`src/rtl/keypad_pkg.sv`:
```
// keypad_pkg
//   Shared types and helpers for the keypad number path: the key classification
//   enum, the builder FSM state enum, the 4x4 keymap and the decode_key function
//   that turns a latched active-low column/row pair into a key kind and value.
//   No ports; imported with "import keypad_pkg::*;".
//   Keymap encoding: digits 0-9 carry their own value, A-D are 4'hA-4'hD,
//   '*' is 4'hE and '#' is 4'hF.
package keypad_pkg;

    typedef enum logic [2:0] {
        DIGIT,
        OPER,
        CLEAR,
        ENTER,
        INVALID
    } key_kind_t;

    typedef enum logic [1:0] {
        COLLECT,
        CONVERT,
        HOLD
    } state_t;

    typedef struct packed {
        key_kind_t  kind;
        logic [3:0] value;
    } key_t;

    // Indexed [row][col]
    localparam logic [3:0] KEYMAP [4][4] = '{
        '{4'h1, 4'h2, 4'h3, 4'hA},
        '{4'h4, 4'h5, 4'h6, 4'hB},
        '{4'h7, 4'h8, 4'h9, 4'hC},
        '{4'hE, 4'h0, 4'hF, 4'hD}
    };

    // True when exactly one bit of the code is low
    function automatic logic is_onehot_low(input logic [3:0] code);
        return ($countones(~code) == 1);
    endfunction

    // Position of the low bit; only meaningful when is_onehot_low holds
    function automatic logic [1:0] low_index(input logic [3:0] code);
        logic [1:0] idx;
        case (code)
            4'b1110: idx = 2'd0;
            4'b1101: idx = 2'd1;
            4'b1011: idx = 2'd2;
            default: idx = 2'd3;
        endcase
        return idx;
    endfunction

    // Digits return their value, operators return 0..3 for A..D
    function automatic key_t decode_key(input logic [3:0] col, input logic [3:0] row);
        key_t       k;
        logic [3:0] code;
        k.kind  = INVALID;
        k.value = 4'h0;
        code    = 4'h0;
        if (is_onehot_low(col) && is_onehot_low(row)) begin
            code = KEYMAP[low_index(row)][low_index(col)];
            if (code <= 4'h9) begin
                k.kind  = DIGIT;
                k.value = code;
            end else if (code <= 4'hD) begin
                k.kind  = OPER;
                k.value = code - 4'hA;
            end else if (code == 4'hE) begin
                k.kind  = CLEAR;
            end else begin
                k.kind  = ENTER;
            end
        end
        return k;
    endfunction

endpackage

```
`src/rtl/keypad_key_decode.sv`:
```
// keypad_key_decode
//   Purely combinational wrapper around decode_key so the same decode can be
//   shared with the display path. Registers nothing.
// Ports
//   col    in  4  active-low one-hot column code
//   row    in  4  active-low one-hot row code
//   kind   out    key classification (DIGIT/OPER/CLEAR/ENTER/INVALID)
//   value  out 4  digit value, or operator index 0..3 for A..D
module keypad_key_decode
    import keypad_pkg::*;
(
    input  logic [3:0] col,
    input  logic [3:0] row,
    output key_kind_t  kind,
    output logic [3:0] value
);

    key_t key;

    assign key   = decode_key(col, row);
    assign kind  = key.kind;
    assign value = key.value;

endmodule

```
`src/rtl/keypad_number_builder.sv`:
```
// keypad_number_builder
//   Consumes the latched keypad event stream, accumulates up to N_DIGITS BCD
//   digits, converts the entry to binary one nibble per cycle on '#', and offers
//   the result on a valid/ready handshake. A-D keys become operator pulses.
//   Build option: KEYPAD_BACKSPACE_EN makes '*' a backspace instead of a clear.
// Ports
//   clk          in   1           system clock
//   rst          in   1           synchronous, active-low reset
//   colM         in   4           latched column code, active-low one-hot
//   rowM         in   4           latched row code, active-low one-hot
//   listoM       in   1           strobe: colM/rowM hold a new press
//   num_ready    in   1           downstream accepts num_bin
//   num_valid    out  1           num_bin valid, held until accepted
//   num_bin      out  BW          binary operand
//   digits_bcd   out  4*N_DIGITS  live entry, digit0 in the LS nibble
//   digit_count  out  3           digits entered
//   op_valid     out  1           pulse: operator key pressed
//   op_code      out  2           A=0 B=1 C=2 D=3
//   err_pulse    out  1           pulse: invalid code, overflow or dropped key
module keypad_number_builder
    import keypad_pkg::*;
#(
    parameter  int N_DIGITS = 3,
    localparam int BW       = $clog2(10**N_DIGITS)
) (
    input  logic                  clk,
    input  logic                  rst,
    input  logic [3:0]            colM,
    input  logic [3:0]            rowM,
    input  logic                  listoM,
    input  logic                  num_ready,
    output logic                  num_valid,
    output logic [BW-1:0]         num_bin,
    output logic [4*N_DIGITS-1:0] digits_bcd,
    output logic [2:0]            digit_count,
    output logic                  op_valid,
    output logic [1:0]            op_code,
    output logic                  err_pulse
);

    localparam int DW = 4 * N_DIGITS;

    state_t          state;
    logic            press_q;
    logic            drop_q;
    logic [3:0]      col_q;
    logic [3:0]      row_q;
    logic [BW-1:0]   acc;
    logic [2:0]      idx;

    key_kind_t       key_kind;
    logic [3:0]      key_val;
    logic [DW-1:0]   entry_shifted;
    logic [3:0]      nibble;
    logic [BW-1:0]   next_acc;

    keypad_key_decode u_decode (
        .col   (col_q),
        .row   (row_q),
        .kind  (key_kind),
        .value (key_val)
    );

    // Converter datapath: pick the nibble at idx and fold it into acc*10.
    // The result always fits in BW bits because the entry never exceeds
    // 10**N_DIGITS-1.
    always_comb begin
        entry_shifted = digits_bcd >> {idx, 2'b00};
        nibble        = entry_shifted[3:0];
        next_acc      = (acc << 3) + (acc << 1) + BW'(nibble);
    end

    // Press pipeline plus FSM. A strobe is captured on its own edge and acted on
    // one edge later. drop_q remembers that the strobe arrived while the FSM was
    // busy (including the accept edge, when the state was still HOLD), so it is
    // still dropped even though the FSM is back in COLLECT by the time it is
    // processed.
    always_ff @(posedge clk) begin
        if (!rst) begin
            state       <= COLLECT;
            press_q     <= 1'b0;
            drop_q      <= 1'b0;
            col_q       <= 4'hF;
            row_q       <= 4'hF;
            acc         <= '0;
            idx         <= '0;
            num_valid   <= 1'b0;
            num_bin     <= '0;
            digits_bcd  <= '0;
            digit_count <= '0;
            op_valid    <= 1'b0;
            op_code     <= '0;
            err_pulse   <= 1'b0;
        end else begin
            press_q   <= listoM;
            col_q     <= colM;
            row_q     <= rowM;
            drop_q    <= listoM && (state != COLLECT);
            op_valid  <= 1'b0;
            err_pulse <= 1'b0;

            case (state)
                COLLECT: begin
                    if (press_q) begin
                        if (drop_q) begin
                            err_pulse <= 1'b1;
                        end else begin
                            case (key_kind)
                                DIGIT: begin
                                    if (digit_count == 3'(N_DIGITS)) begin
                                        err_pulse <= 1'b1;
                                    end else begin
                                        digits_bcd  <= (digits_bcd << 4) | DW'(key_val);
                                        digit_count <= digit_count + 3'd1;
                                    end
                                end
                                CLEAR: begin
`ifdef KEYPAD_BACKSPACE_EN
                                    if (digit_count != 3'd0) begin
                                        digits_bcd  <= digits_bcd >> 4;
                                        digit_count <= digit_count - 3'd1;
                                    end
`else
                                    digits_bcd  <= '0;
                                    digit_count <= '0;
`endif
                                end
                                OPER: begin
                                    op_valid <= 1'b1;
                                    op_code  <= key_val[1:0];
                                end
                                ENTER: begin
                                    if (digit_count != 3'd0) begin
                                        state <= CONVERT;
                                        acc   <= '0;
                                        idx   <= 3'(N_DIGITS - 1);
                                    end
                                end
                                default: begin
                                    err_pulse <= 1'b1;
                                end
                            endcase
                        end
                    end
                end

                CONVERT: begin
                    if (press_q) begin
                        err_pulse <= 1'b1;
                    end
                    acc <= next_acc;
                    if (idx == 3'd0) begin
                        state     <= HOLD;
                        num_valid <= 1'b1;
                        num_bin   <= next_acc;
                    end else begin
                        idx <= idx - 3'd1;
                    end
                end

                HOLD: begin
                    if (press_q) begin
                        err_pulse <= 1'b1;
                    end
                    if (num_valid && num_ready) begin
                        num_valid   <= 1'b0;
                        digits_bcd  <= '0;
                        digit_count <= '0;
                        state       <= COLLECT;
                    end
                end

                default: begin
                    state <= COLLECT;
                end
            endcase
        end
    end

endmodule

```
`config.mk`:
```
export PLATFORM = sky130hd
export DESIGN_NAME = keypad_number_builder
export DESIGN_NICKNAME = d
export VERILOG_FILES = /design/src/rtl/keypad_pkg.sv /design/src/rtl/keypad_key_decode.sv /design/src/rtl/keypad_number_builder.sv
export SDC_FILE = /design/constraint.sdc
export NUM_CORES = 1
export LEC_CHECK = 0
export BUFFER_PORTS_ARGS = -buffer_cell sky130_fd_sc_hd__buf_2
export CAP_MARGIN = 20
export CORE_MARGIN = 2
export CORE_UTILIZATION = 50
export DETAILED_ROUTE_END_ITERATION = 8
export HOLD_SLACK_MARGIN = 0.1
export PLACE_DENSITY_LB_ADDON = 0.1
export SYNTH_ARGS = -nofsm -noshare
export SYNTH_HDL_FRONTEND = slang
export SYNTH_SLANG_ARGS = --single-unit
```
`constraint.sdc`:
```
create_clock -name clk -period 7.4 [get_ports clk]
set_clock_uncertainty 0.1 [all_clocks]
set_input_delay 0.37 -clock clk [delete_from_list [all_inputs] [get_ports clk]]
set_output_delay 0.37 -clock clk [all_outputs]
set_load 0.005 [all_outputs]
```
==> flow_summary_export.csv <==
group,metric,value,unit
global_routing,grt_usage,18.69,%
logic_synthesis,synth-main-ff-cell,"dfxtp_1",
critical_path,worstReg2RegStart,"col_q[0]",
clock_tree,cts.path.max_buffers,2,
critical_path,crit_type,"reg2reg",
floorplanning,start_util,51.84,%
clock_tree,cts_max_level,2,
critical_path,crit_top_cell,"ha_1",
floorplanning,die_x,85.37,um
sta,setup_viol,0,
logic_synthesis,ys_ff_latch,54,
critical_path,crit_chain,"inv_1 -> ha_1 -> ha_1 -> fa_1 -> nor4_1 -> nand3_1 -> a2111o_1 -> a21oi_1 -> o31ai_4 -> a2111oi_4 -> mux2_2",
logic_synthesis,synth_area,3311,sq um
clock_tree,post_cts_buffers,0,
cells_and_area,n_fill_cell,601,
clock_tree,clock_latency,0.31,ns
critical_path,path_max_fanout,11,
logic_synthesis,synth_edf_count,0,
run,drv_cap,0,
critical_path,worst-path-buf-inv,1,
detailed_routing,drc_errors,0,
logic_synthesis,synthTopCellsByArea,"dfxtp_1 33%, ha_1 15%, nand2_1 4.0%",
clock_tree,cts_tree,"done",
pwr,vdd_drop_max,90.51,uV
global_routing,grt_pass1_vias,2462,
cells_and_area,final_common_cell,"dfxtp_1",
cells_and_area,final_cells,471,
logic_synthesis,yosysSeqAreaShare,32.65,%
global_routing,grt_first_pass_wirelength,11300,um
critical_path,slowest_delay,0.67,ns
logic_synthesis,synthArstFlopShare,0,%
detailed_routing,vias,2608,
min_path,min_from,"colM[0]",
placed_design,gp_congestion,0.7697,
clock_tree,cts_sinks,54,
logic_synthesis,synth_top_cell_area_share,32.65,%
placed_design,dpl-instance-area,3520,sq um
critical_path,cp-startpoint,"col_q[0]",
detailed_routing,via_per_inst,5.537,
cells_and_area,final_nets,450,
clock_tree,cts_buffers,5,
logic_synthesis,yosysWarnings,0,
cells_and_area,layout_common_cells,"54 x dfxtp_1, 41 x buf_2, 40 x ha_1",
floorplanning,placeableCoreArea,6386,sq um
detailed_routing,dr.pass1.iters,4,
cells_and_area,drive_gt1_share,19.54,%
critical_path,crit_arrival,3.99,ns
cells_and_area,fin_area,3603,sq um
floorplanning,pin_count,42,
placed_design,hpwl,4993,um
clock_tree,clk_pin_slew,0.09,ns
critical_path,crit_required,7.55,ns
logic_synthesis,syn_inst,362,
detailed_routing,drt_first_iter_violations,145,
sta,finalCriticalPeriod,3.839,ns
sta,timing.hold.ws,0.1462,ns
floorplanning,die_height,85.37,um
sta,max_freq,0.2605,GHz
detailed_routing,ant_nets,0,
cells_and_area,area_growth,8.844,%
min_path,hp-class,"in2reg",
sta,fin_crit_sh,51.87,%
sta,worstMarginPinSlew,0.8395,ns
logic_synthesis,syn_avg_cell_area,9.146,sq um
floorplanning,rows,29,
pwr,powerDensity,146.2,nW/um^2
critical_path,cp_slowest_cell,"a2111oi_4",
detailed_routing,routed_wl,6631,um
critical_path,worstSetupStartpointType,"flip-flop",
sta,fin_tns_setup,0,ns
placed_design,portBuffers,41,
logic_synthesis,synth_fp_nets,418,
global_routing,grt_max_degree,22,
sta,final_hold_viol_count,0,
clock_tree,hold_buffers,0,
clock_tree,cts_resized,0,
sta,slew_violations,0,
logic_synthesis,synth_top_cell_by_area,"dfxtp_1",
pwr,leakage,1.638,nW
critical_path,cp_top_family,"compound AO/OA/AOI/OAI gates",
global_routing,antenna_found_initial,0,
cells_and_area,num_antenna_cells,0,
sta,rsz0062_at_grt,"no",
sta,slew_headroom,43.97,%
logic_synthesis,ys_types,61,
clock_tree,cts_root_buf,"clkbuf_8",
floorplanning,die-area,7288,sq um
detailed_routing,drt-wirelength-per-cell,14.08,um
status,status,"complete, no violations",
placed_design,place_inst,464,
global_routing,grt.overflow.total,0,
critical_path,worstSetupEndpointType,"flip-flop",
cells_and_area,final_util,56.43,%
## path summary, 6_finish.rpt
path | to | slack, ns | cells after the start
worst max register to register | digit_count[0] | 3.56 | 11
worst max-delay path | digit_count[0] | 3.56 | 11
worst min register to register | num_bin[2] | 0.36 | 2
worst min-delay path | col_q[0] | 0.15 | 2
## synth_stat cells, drive strengths merged, types with 2 or more instances
| library cell | count |
|---|---|
| o21bai | 2 |
| inv | 24 |
| a21o | 3 |
| ha | 40 |
| nor2 | 26 |
| nor2b | 3 |
| and2 | 11 |
| nand4b | 2 |
| xnor2 | 6 |
| or2 | 3 |
| nand2b | 9 |
| a31oi | 7 |
| a21oi | 25 |
| nand3 | 5 |
| o22ai | 2 |
| a22o | 20 |
| buf | 7 |
| fa | 4 |
| o2bb2ai | 2 |
| nand2 | 35 |
| nand3b | 2 |
| nor3 | 7 |
| dfxtp | 54 |
| o211ai | 4 |
| o21ai | 11 |
| nor4b | 2 |
| nor3b | 3 |
| mux2i | 8 |
| or3 | 3 |
| clkbuf | 9 |
| xor2 | 2 |
| o31ai | 3 |
## metrics by stage
step / power (mW) / setup slack, ns
global placement: 0.3710 / 3.668
detailed placement: 0.3722 / 3.579
global route: 0.5531 / 3.271
finish: 0.5267 / 3.561
CTS: 0.5330 / 3.566
floorplan: 0.3599 / 4.083
## cell type report
type | instances | area, sq um | share of cell area [%]
clock inverter | 2 | 15.01 | 0.4167
tap | 77 | 96.34 | 2.674
multi-input combinational | 268 | 2047 | 56.81
clock buffer | 5 | 68.82 | 1.910
inverter | 24 | 90.09 | 2.500
timing repair buffer | 41 | 205.2 | 5.694
sequential | 54 | 1081 | 30.00
## layer usage
layer  vias up  global-route usage, %  part of all wire [%]
met1      1200                  25.18                    48
met2        67                  31.82                    46
met3         5                  3.307                   5.0
met5         -                      0                     0
li1       1336                      -                     -
met4         0                  3.175                  0.54
## power breakdown
part           switching (mW)  internal (mW)  leakage (nW)  total, mW
Clock                  0.0965         0.0649        0.0362      0.161
Combinational          0.0415         0.0278          1.16     0.0692
Sequential            0.00221          0.294         0.438      0.296
Total                   0.140          0.387          1.64      0.527
## logic make-up (layout without fill, tap and decap cells)
logic type               Yosys count  after routing  synth area share [%]
buffers and inverters             40             72                 5.518
multiplexers                       9              9                 2.759
flip-flops                        54             54                 32.65
AND/OR/NAND/NOR                  114            114                 17.69
AO/OA/AOI/OAI                     92             92                 21.43
XOR/XNOR                           8              8                 2.116
adder cells (fa/ha/maj)           45             45                 17.84
## state kept, by name, indices dropped and copies added (netlist names)
register and cells:
op_valid 1, row_q 4, digits_bcd 12, idx 3
state 2, op_code 2, press_q 1, num_valid 1
digit_count 3, col_q 4, num_bin 10, err_pulse 1
drop_q 1, acc 9
Power figures use the tool's default switching activity.
